===== src/rtl/hack_alu_pipe.sv =====
// rtl/hack_alu_pipe.sv - two-stage valid/ready pipelined Hack-style ALU
// Stage 1 conditions the operands (zx/nx/zy/ny); stage 2 computes f/no and the zr/ng flags.
module hack_alu_pipe #(
  parameter int WIDTH = 16
) (
  input  logic             clk,
  input  logic             rst_n,
  input  logic             in_valid,
  output logic             in_ready,
  input  logic [WIDTH-1:0] x,
  input  logic [WIDTH-1:0] y,
  input  logic [5:0]       ctrl,
  output logic             out_valid,
  input  logic             out_ready,
  output logic [WIDTH-1:0] out,
  output logic             zr,
  output logic             ng
);

  logic             r_v1;
  logic [WIDTH-1:0] r_xp;
  logic [WIDTH-1:0] r_yp;
  logic             r_f;
  logic             r_no;

  logic             r_v2;
  logic [WIDTH-1:0] r_out;
  logic             r_zr;
  logic             r_ng;

  logic             w_s2_rdy;
  logic             w_s1_rdy;
  logic [WIDTH-1:0] w_xa;
  logic [WIDTH-1:0] w_xp;
  logic [WIDTH-1:0] w_ya;
  logic [WIDTH-1:0] w_yp;
  logic [WIDTH-1:0] w_sum;
  logic [WIDTH-1:0] w_r;
  logic [WIDTH-1:0] w_res;

  // Ready depends only on occupancy and out_ready, never on in_valid.
  assign w_s2_rdy = !r_v2 || out_ready;
  assign w_s1_rdy = !r_v1 || w_s2_rdy;
  assign in_ready = w_s1_rdy;

  assign w_xa = ctrl[5] ? '0 : x;
  assign w_xp = ctrl[4] ? ~w_xa : w_xa;
  assign w_ya = ctrl[3] ? '0 : y;
  assign w_yp = ctrl[2] ? ~w_ya : w_ya;

  always_ff @(posedge clk or negedge rst_n) begin
    if (!rst_n) begin
      r_v1 <= 1'b0;
      r_xp <= '0;
      r_yp <= '0;
      r_f  <= 1'b0;
      r_no <= 1'b0;
    end else if (w_s1_rdy) begin
      r_v1 <= in_valid;
      if (in_valid) begin
        r_xp <= w_xp;
        r_yp <= w_yp;
        r_f  <= ctrl[1];
        r_no <= ctrl[0];
      end
    end
  end

  // Carry out of the add is dropped; the Hack ALU has no overflow flag.
  assign w_sum = r_xp + r_yp;
  assign w_r   = r_f ? w_sum : (r_xp & r_yp);
  assign w_res = r_no ? ~w_r : w_r;

  always_ff @(posedge clk or negedge rst_n) begin
    if (!rst_n) begin
      r_v2  <= 1'b0;
      r_out <= '0;
      r_zr  <= 1'b0;
      r_ng  <= 1'b0;
    end else if (w_s2_rdy) begin
      r_v2 <= r_v1;
      if (r_v1) begin
        r_out <= w_res;
        r_zr  <= (w_res == '0);
        r_ng  <= w_res[WIDTH-1];
      end
    end
  end

  assign out_valid = r_v2;
  assign out       = r_out;
  assign zr        = r_zr;
  assign ng        = r_ng;

endmodule


===== config.mk =====
export PLATFORM = sky130hd
export DESIGN_NAME = hack_alu_pipe
export DESIGN_NICKNAME = d
export VERILOG_FILES = /design/src/rtl/hack_alu_pipe.sv
export SDC_FILE = /design/constraint.sdc
export NUM_CORES = 1
export LEC_CHECK = 0
export BUFFER_PORTS_ARGS = -buffer_cell sky130_fd_sc_hd__buf_4
export CORE_MARGIN = 4
export CORE_UTILIZATION = 37
export DETAILED_ROUTE_END_ITERATION = 12
export GPL_TIMING_DRIVEN = 0
export PLACE_DENSITY = 0.6
export SLEW_MARGIN = 20
export SYNTH_ARGS = -nofsm -noshare
export SYNTH_HDL_FRONTEND = slang
export SYNTH_SLANG_ARGS = --single-unit

===== constraint.sdc =====
create_clock -name clk -period 4 [get_ports clk]
set_clock_uncertainty 0.05 [all_clocks]
set_input_delay 0.4 -clock clk [delete_from_list [all_inputs] [get_ports clk]]
set_output_delay 0.4 -clock clk [all_outputs]
set_load 0.03 [all_outputs]

== After elaboration in Yosys (flattened, before gate mapping) ==
Index checks and enable logic that the tools add are counted.
Cells by class
  add/sub/neg operators: 1
  mux-type cells: 6
  bitwise gates (word level): 4
  reduce and logical (&&, ||, !) cells: 7
Operator list (count)
  two-way mux 16 bit: 6
  inverter 16 bit: 3
  adder 16 bit: 1
  AND 16 bit: 1
  zero test 16 bit: 1
  AND reduction 2 bit: 2
  zero test 1 bit: 2
  logical OR 1 bit: 2
Word-level totals
  register bits after elaboration: 54
  output and inout port bits: 20
  logic and storage cells: 27

== Logic depth before layout (Yosys ltp) ==
Gate-level depths: netlist of the first run.
  word-level depth: 5
  depth in mapped cells: 10
  mapped depth without buffers: 10

== Worst setup path before layout of the first run ==
Ideal clock, no wire load.
  kind: register to register
  from: register r_xp[0]
  to: register r_zr, in the netlist zr
  library setup time: 0.066 ns
  arrival time: 2.798 ns
  data required time: 3.884 ns
  slack: 1.086 ns
  stages on the path, launching flop included: 11
  buffers on the path: 0
  period minus slack after synthesis: 2.914 ns
  cell sequence: dfrtp_1 -> ha_1 -> fa_1 -> a211oi_4 -> o211ai_2 -> a31o_1 -> a211oi_2 -> o22ai_1 -> or3_1 -> a211oi_1 -> a22o_1
Between the ends
  longest elaborated chain between the ends: 5
  elaborated cells between the ends (all ways): 6
  those cells by class: 1 x add/sub; 2 x mux; 2 x bitwise; 1 x reduce/logical
RTL lines
  from (decl): line 21  | logic [WIDTH-1:0] r_xp;
  from (signal assigned): line 61  | r_xp <= w_xp;
  adder 16 bit or AND 16 bit (tied branches): line 70, 71
  two-way mux 16 bit *: line 71  | assign w_r = r_f ? w_sum : (r_xp & r_yp);
  inverter 16 bit: line 72  | assign w_res = r_no ? ~w_r : w_r;
  two-way mux 16 bit *: line 72
  zero test 16 bit *: line 84  | r_zr <= (w_res == '0);
  to (signal assigned): line 84
  to (decl): line 28  | logic r_zr;
Every way passes the cells marked *; elsewhere a longest branch is shown, timed or not.
A chain may end at the register's enable or synchronous reset.

== Final worst setup path of the first run ==
Same ends and word-level chain as after synthesis.

==> results of run 1 <==
==> report_power, final <==
part           switching [mW]  internal (mW)
registers              0.0786          0.668
clock network           0.182          0.124
logic                   0.706          0.527
==> sequential cells by signal (all words and copies together), names as in the netlist <==
signal / flops
out: 16
out_valid: 1
r_f: 1
r_no: 1
r_v1: 1
r_xp: 16
r_yp: 16
zr: 1
==> area by class of cell <==
type                    count  area [um2]  area share
multi-input cells         339        2380       0.524
flip-flops and latches     53        1330       0.292
repair buffers             59         443      0.0975
well taps                 133         166      0.0366
plain buffers              27         120      0.0264
clock buffers               6        72.6      0.0160
inverters                   5        18.8     0.00413
clock inverters             2        15.0     0.00331
==> critical path: stages, from the launching register on <==
cell	delay, ns
dfrtp_1	0.40
ha_1	0.29
fa_1	0.49
a211oi_4	0.34
o211ai_2	0.17
a31o_1	0.26
a211oi_2	0.21
o22ai_1	0.18
or3_1	0.37
a211oi_1	0.25
a22o_1	0.15
==> per-stage QoR <==
stage / util / instance area (um2) / instances / setup slack, ns / hold WS, ns
after floorplan: - / 3840 / 424 / 1.09 / 0.0544
after detailed placement: 0.447 / 4450 / 616 / 0.831 / 0.422
final: 0.456 / 4540 / 624 / 0.794 / 0.0553
after global placement: 0.447 / 4450 / 616 / 0.856 / 0.414
after global routing: 0.456 / 4540 / 624 / 0.610 / 0.108
after CTS: 0.456 / 4540 / 624 / 0.806 / 0.0895
==> final timing paths <==
kind | to | slack (ns)
max | zr | 0.79
min | out_valid | 0.06
max reg2reg | zr | 0.79
min reg2reg | out[6] | 0.43
max in group asynchronous | r_yp[13] | 3.40
min in group clk | r_v1 | 0.24
==> routing by layer <==
| layer | share of wire | global-route usage |
|---|---|---|
| met1 | 0.49 | 0.220 |
| met2 | 0.45 | 0.250 |
| met3 | 0.052 | 0.0229 |
| met4 | 0.0091 | 0.0303 |
| met5 | 0 | 0 |
==> cell usage after synthesis, drive strengths merged, types with 3 or more instances <==
cell type	n
nor2b	39
buf	10
nand3	3
mux2	9
nor3	8
a211oi	7
xor2	11
mux2i	3
ha	16
nor2	5
or2	3
nand2b	7
nor4	3
o21ai	48
dfrtp	53
nand3b	5
nand2	54
or3	8
inv	5
o211ai	8
xnor2	40
clkbuf	17
a21oi	14
nand4b	4
a21o	6
a31o	4
==> kinds of logic after synthesis <==
| kind of cell | count (synthesis) |
|---|---|
| buffers and inverters | 32 |
| AND/OR/NAND/NOR | 151 |
| AO/OA/AOI/OAI | 108 |
| flip-flops | 53 |
| multiplexers | 12 |
| adder cells (fa/ha/maj) | 17 |
| XOR/XNOR | 51 |
==> cells in the final DEF (no fill, tap or decap), drive strengths merged, types with 3 or more instances in the layout <==
cell    count
o21ai      48
clkbuf     23
inv         5
ha         16
xnor2      40
xor2       11
mux2i       3
nor4        3
nor2        5
a21oi      14
a21o        6
dfrtp      53
nand2      54
nor3        8
mux2        9
or2         3
nand3b      5
or3         8
o211ai      8
nand2b      7
a211oi      7
nand3       3
nor2b      39
buf        69
a31o        4
nand4b      4
==> results_dict.tcl, run 1 <==
set metrics [dict create \
    p_total_mw 2.29 \
    via_per_inst 5.07 \
    setup_viol 0 \
    place_congestion 0.837 \
    synth_top_family_by_area "simple AND/OR/NAND/NOR gates" \
    root_buffer "clkbuf_8" \
    startpoint_type "flip-flop" \
    status "finished clean" \
    synth_compound_area_frac 0.190 \
    finalCriticalPeriod_ns 3.21 \
    fp.coreArea_mm2 0.00995 \
    worst-r2r-cell-count 10 \
    cp-startpoint "r_xp[0]" \
    grt_pass1_vias 3110 \
    setup_tns_ns 0 \
    synthMuxAreaShare 0.0342 \
    antenna_left 0 \
    synthAdderAreaFrac 0.0573 \
    syn-num-nets 483 \
    required_ns 4.20 \
    ys_types 64 \
    synthCells 424 \
    io_buffers 59 \
    vias 3163 \
    die_h_um 110 \
    r2r_start "r_xp[0]" \
    fillers 1006 \
    drive_gt1_frac 0.208 \
    ioPinCount 62 \
    drt-initial-drc-count 119 \
    cts.sinks 53 \
    syn_area_mm2 0.00384 \
    grt_use_total 0.154 \
    n_antenna_cell 0 \
    nets 549 \
    synthTopCellsByArea "dfrtp_1 34%, xnor2_1 9.1%, nor2b_1 6.3%" \
    slew-limit-headroom 0.537 \
    synth-simple-area-share 0.221 \
    drc 0 \
    grt_max_degree 54 \
    critPathMaxFanout 6 \
    clkTransAtPathRegs_ns 0.10 \
    synth_flop_cell "dfrtp_1" \
    yosysTopAreaCell "dfrtp_1" \
    synth_top_area_share 0.345 \
    holdCritPathClass "in2async" \
    rows 36 \
    overflow 0 \
    syn_avg_cell_area_um2 9.07 \
    grt_pass1_wl_mm 15.1 \
    endpoint_kind "flip-flop" \
    cts_tree "built" \
    dp_hpwl_mm 6.94 \
    dr.pass1.iters 4 \
    yosysSeqAreaShare 0.345 \
    hold_viol 0 \
    die_width_um 110 \
    ys_warn_count 0 \
    p_per_area_mw_per_mm2 503 \
    slew_viol_final 0 \
    vdd_ir_drop_max_mv 0.246 \
    fin_crit_sh 0.801 \
    hold_buffers 0 \
    arrival_ns 3.41 \
    clock_latency_ns 0.31 \
    max_cap_viol_count 0 \
    areaGrowthSynthToFinish_pct 18.1 \
    total_leakage_power_nw 1.90 \
    die-area_mm2 0.0121 \
    post-cts-setup-buffer-count 0 \
    synth-seq-cells 53 \
    worst_pin_slew_ns 0.695 \
    max_freq_mhz 312 \
    cts_made_buffers 5 \
    cts_resized 0 \
    start_util 0.386 \
    wl_per_cell_um 13.7 \
    synth_xor_area_frac 0.116 \
    routed_wl_mm 8.58 \
    cts_htree_levels 2 \
    path_class "reg2reg" \
    clockBufferDepth 2 \
    synth_edf_count 0 \
    antenna_found_initial 0 \
    async_flop_share 1.00 \
    rsz0062_at_grt "no" \
]
(Power assumes the default switching activity.)
==> run 2: changes to the inputs <==
==> constraint.sdc (replaced) <==
create_clock -name clk -period 3.2 [get_ports clk]
set_clock_uncertainty 0.05 [all_clocks]
set_input_delay 0.32 -clock clk [delete_from_list [all_inputs] [get_ports clk]]
set_output_delay 0.32 -clock clk [all_outputs]
set_load 0.03 [all_outputs]
==> results_dict.tcl, run 2 (synthesized netlist as in run 1, its figures left out) <==
set metrics [dict create \
    nets 549 \
    status "finished, violations left" \
    max_cap_viol_count 0 \
    dr.pass1.iters 4 \
    violations "hold timing" \
    rows 36 \
    setup_viol 0 \
    via_per_inst 5.08 \
    cts_htree_levels 2 \
    holdCritPathClass "in2async" \
    cts_resized 0 \
    drt-initial-drc-count 130 \
    layout_commonest_cell "buf_4" \
    vias 3167 \
    root_buffer "clkbuf_8" \
    startpoint_type "flip-flop" \
    routed_wl_mm 8.59 \
    total_leakage_power_nw 1.89 \
    grt_use_total 0.154 \
    critPathMaxFanout 6 \
    ioPinCount 62 \
    endpoint_kind "flip-flop" \
    start_util 0.386 \
    grt_pass1_vias 3110 \
    finalNonFillerCells 624 \
    antenna_left 0 \
    fillers 1003 \
    overflow 0 \
    r2r_start "r_yp[0]" \
    path_class "reg2reg" \
    slew_viol_final 0 \
    grt_pass1_wl_mm 15.1 \
    io_buffers 59 \
    dp_cells 616 \
    cts_tree "built" \
    place_congestion 0.837 \
    die-area_mm2 0.0121 \
    setup_tns_ns 0 \
    antenna_found_initial 0 \
    n_antenna_cell 0 \
    seq_area_mm2 0.00133 \
    dp_hpwl_mm 6.94 \
    fin_crit_sh 0.949 \
    slew-limit-headroom 0.541 \
    post-cts-setup-buffer-count 0 \
    rrSetupSlack_ns 0.16 \
    arrival_ns 3.24 \
    utilization 0.457 \
    hold_slack_ns -0.0194 \
    clockBufferDepth 2 \
    hold_buffers 0 \
    fp.coreArea_mm2 0.00995 \
    cts_made_buffers 5 \
    wl_per_cell_um 13.8 \
    max_freq_mhz 329 \
    grt_max_degree 54 \
    p_total_mw 2.86 \
    finalCriticalPeriod_ns 3.04 \
    worst_pin_slew_ns 0.688 \
    areaGrowthSynthToFinish_pct 18.4 \
    clock_latency_ns 0.31 \
    required_ns 3.40 \
    cp-startpoint "r_yp[0]" \
    die_width_um 110 \
    p_per_area_mw_per_mm2 629 \
    rsz0062_at_grt "no" \
    multiInputGateArea_mm2 0.00239 \
    die_h_um 110 \
    hold_viol 21 \
    cts.sinks 53 \
    vdd_ir_drop_max_mv 0.308 \
    drive_gt1_frac 0.214 \
    final_cell_mix "60 x buf_4, 54 x nand2_1, 53 x dfrtp_1, 48 x o21ai_0, 40 x xnor2_1" \
    clkTransAtPathRegs_ns 0.10 \
    drc 0 \
]
-- run 2: cell counts in the layout (fill, tap and decap cells not counted) --
No cell type changed its count.
-- run 2: path summary, 6_finish.rpt --
kind                            cells after the start   endpoint
worst min-delay path                                1  out_valid
worst max-delay path                               10         zr
worst min register to register                      2     out[6]
worst max register to register                     10         zr
max in group asynchronous                           1    r_yp[7]
min in group clk                                    2       r_v1
-- run 2: worst max-delay path: stages (launching register included) --
cell,delay (ns)
dfrtp_1,0.41
ha_2,0.23
fa_2,0.40
a211oi_4,0.32
o211ai_2,0.18
a31o_1,0.26
a211oi_2,0.23
o22ai_2,0.14
or3_1,0.35
a211oi_1,0.25
a22o_1,0.15
-- run 2: final cells by class --
class / count / area share
multi-input combinational: 339 / 0.525
sequential: 53 / 0.291
timing repair buffer: 59 / 0.0973
tap: 133 / 0.0365
buffer: 27 / 0.0264
clock buffer: 6 / 0.0159
inverter: 5 / 0.00412
clock inverter: 2 / 0.00330
-- run 2: power breakdown --
part	internal [mW]	total (mW)	switching, mW	leakage [nW]
clock	0.155	0.381	0.226	0.0374
sequential	0.836	0.935	0.0989	0.643
combinational	0.663	1.55	0.886	1.21
-- run 2: routing by layer --
| layer | part of all wire | GRT usage | routed length (um) |
|---|---|---|---|
| met1 | 0.49 | 0.220 | 4180 |
| met2 | 0.45 | 0.250 | 3860 |
| met3 | 0.054 | 0.0229 | 460 |
| met4 | 0.0095 | 0.0303 | 82 |
| met5 | 0 | 0 | 0 |
-- run 2: metrics by stage --
| step | cell area, um2 | setup slack, ns |
|---|---|---|
| finish | 4550 | 0.162 |
| global route | 4550 | 0.00611 |
| CTS | 4540 | 0.00571 |
| detailed placement | 4450 | 0.0315 |
| global placement | 4450 | 0.0559 |
| floorplan | 3840 | 0.286 |
==> run 3: changes to the inputs <==
--- a/config.mk
+++ b/config.mk
@@ -6,12 +6,11 @@
 export NUM_CORES = 1
 export LEC_CHECK = 0
 export BUFFER_PORTS_ARGS = -buffer_cell sky130_fd_sc_hd__buf_4
-export CORE_MARGIN = 4
 export CORE_UTILIZATION = 37
 export DETAILED_ROUTE_END_ITERATION = 12
 export GPL_TIMING_DRIVEN = 0
 export PLACE_DENSITY = 0.6
-export SLEW_MARGIN = 20
 export SYNTH_ARGS = -nofsm -noshare
 export SYNTH_HDL_FRONTEND = slang
 export SYNTH_SLANG_ARGS = --single-unit
+export TNS_END_PERCENT = 5
==> results_dict.tcl, run 3 (synthesized netlist as in run 1, its figures left out) <==
set metrics [dict create \
    antenna_found_initial 0 \
    status "finished, violations left" \
    grt_pass1_wl_mm 14.4 \
    wl_per_cell_um 13.6 \
    placed_area_mm2 0.00445 \
    routed_wl_mm 8.51 \
    vdd_ir_drop_max_mv 0.369 \
    slew_viol_final 0 \
    p_total_mw 2.91 \
    startpoint_type "flip-flop" \
    cts_tree "built" \
    utilization 0.462 \
    layout_commonest_cell "buf_4" \
    required_ns 3.40 \
    nets 550 \
    drive_gt1_frac 0.217 \
    endpoint_kind "flip-flop" \
    grt_use_total 0.162 \
    clock_latency_ns 0.31 \
    setup_viol 0 \
    die_width_um 104 \
    die-area_mm2 0.0108 \
    arrival_ns 3.29 \
    cts_htree_levels 2 \
    worst-r2r-cell-count 10 \
    grt_pass1_vias 2968 \
    cts.sinks 53 \
    worst_pin_slew_ns 0.660 \
    hold_buffers 0 \
    r2r-end "zr" \
    r2r_start "r_yp[0]" \
    hold_viol 35 \
    path_class "reg2reg" \
    drc 0 \
    finalCriticalPeriod_ns 3.08 \
    n_antenna_cell 0 \
    root_buffer "clkbuf_8" \
    max_stage_delay_ns 0.42 \
    dp_hpwl_mm 6.79 \
    hold_slack_ns -0.0205 \
    clockBufferDepth 2 \
    violations "hold timing" \
    fp.coreArea_mm2 0.00991 \
    antenna_left 0 \
    fin_area_mm2 0.00458 \
    p_per_area_mw_per_mm2 636 \
    start_util 0.388 \
    final_cell_mix "61 x buf_4, 54 x nand2_1, 53 x dfrtp_1, 48 x o21ai_0, 40 x xnor2_1" \
    holdCritPathClass "in2async" \
    slowest_stage "dfrtp_1" \
    max_freq_mhz 324 \
    place_congestion 0.863 \
    drt-initial-drc-count 135 \
    io_buffers 59 \
    cpMostUsedCell "a211oi_2" \
    cp-startpoint "r_yp[0]" \
    critPathMaxFanout 6 \
    clkTransAtPathRegs_ns 0.10 \
    path_cells "ha_2, fa_2, a211oi_4, o211ai_4, a31o_1, a211oi_2, o22ai_1, or3_1, a211oi_2, a22o_1" \
    rows 36 \
    cts_made_buffers 5 \
    max_cap_viol_count 0 \
    crit_family "compound AO/OA/AOI/OAI gates" \
    rrSetupSlack_ns 0.12 \
    overflow 0 \
    ioPinCount 62 \
    critPathBufInv 0 \
    grt_max_degree 54 \
    total_leakage_power_nw 1.91 \
    dp_cells 616 \
    finalNonFillerCells 625 \
    areaGrowthSynthToFinish_pct 19.1 \
    slew-limit-headroom 0.560 \
    dr.pass1.iters 4 \
    via_per_inst 4.99 \
    die_h_um 104 \
    vias 3120 \
    fin_crit_sh 0.964 \
]
==> run 3: metrics by stage <==
step           worst slack, ns  TNS [ns]
6_report                 0.116         0
5_1_grt               -0.00552  -0.00552
4_1_cts                0.00252         0
3_5_place_dp           -0.0624   -0.0624
3_3_place_gp            0.0384         0
2_1_floorplan            0.286         0
==> run 3: power breakdown <==
part	switching, mW	internal [mW]
combinational	0.898	0.670
sequential	0.100	0.836
clock	0.230	0.180
total	1.23	1.69
==> run 3: worst max path at each step <==
stage,endpoint,slack [ns],depth (start not counted)
floorplan,zr,0.29,10
global placement,zr,0.04,10
detailed placement,zr,-0.06,10
CTS,zr,0.003,10
global route,zr,-0.006,10
finish,zr,0.12,10
==> run 3: metal layers <==
metal,share of wire,GRT usage
met3,0.037,0.0226
met4,0.0092,0.0378
met1,0.50,0.228
met5,0,0
met2,0.45,0.264
==> run 3: what timing repair did <==
item / CTS / global route
setup buffers: 0 / 1
gates cloned: 0 / 0
hold endpoints to repair: 0 / 0
pin swaps: 0 / 1
gates resized for setup: 1 / 3
setup endpoints to repair: 1 / 1
==> run 3: layout make-up <==
class,instances,area [um2]
multi-input cells,339,2400
plain buffers,27,120
repair buffers,60,450
flip-flops and latches,53,1330
well taps,133,166
fillers,1009,5330
inverters,5,18.8
clock buffers,6,82.6
clock inverters,2,17.5
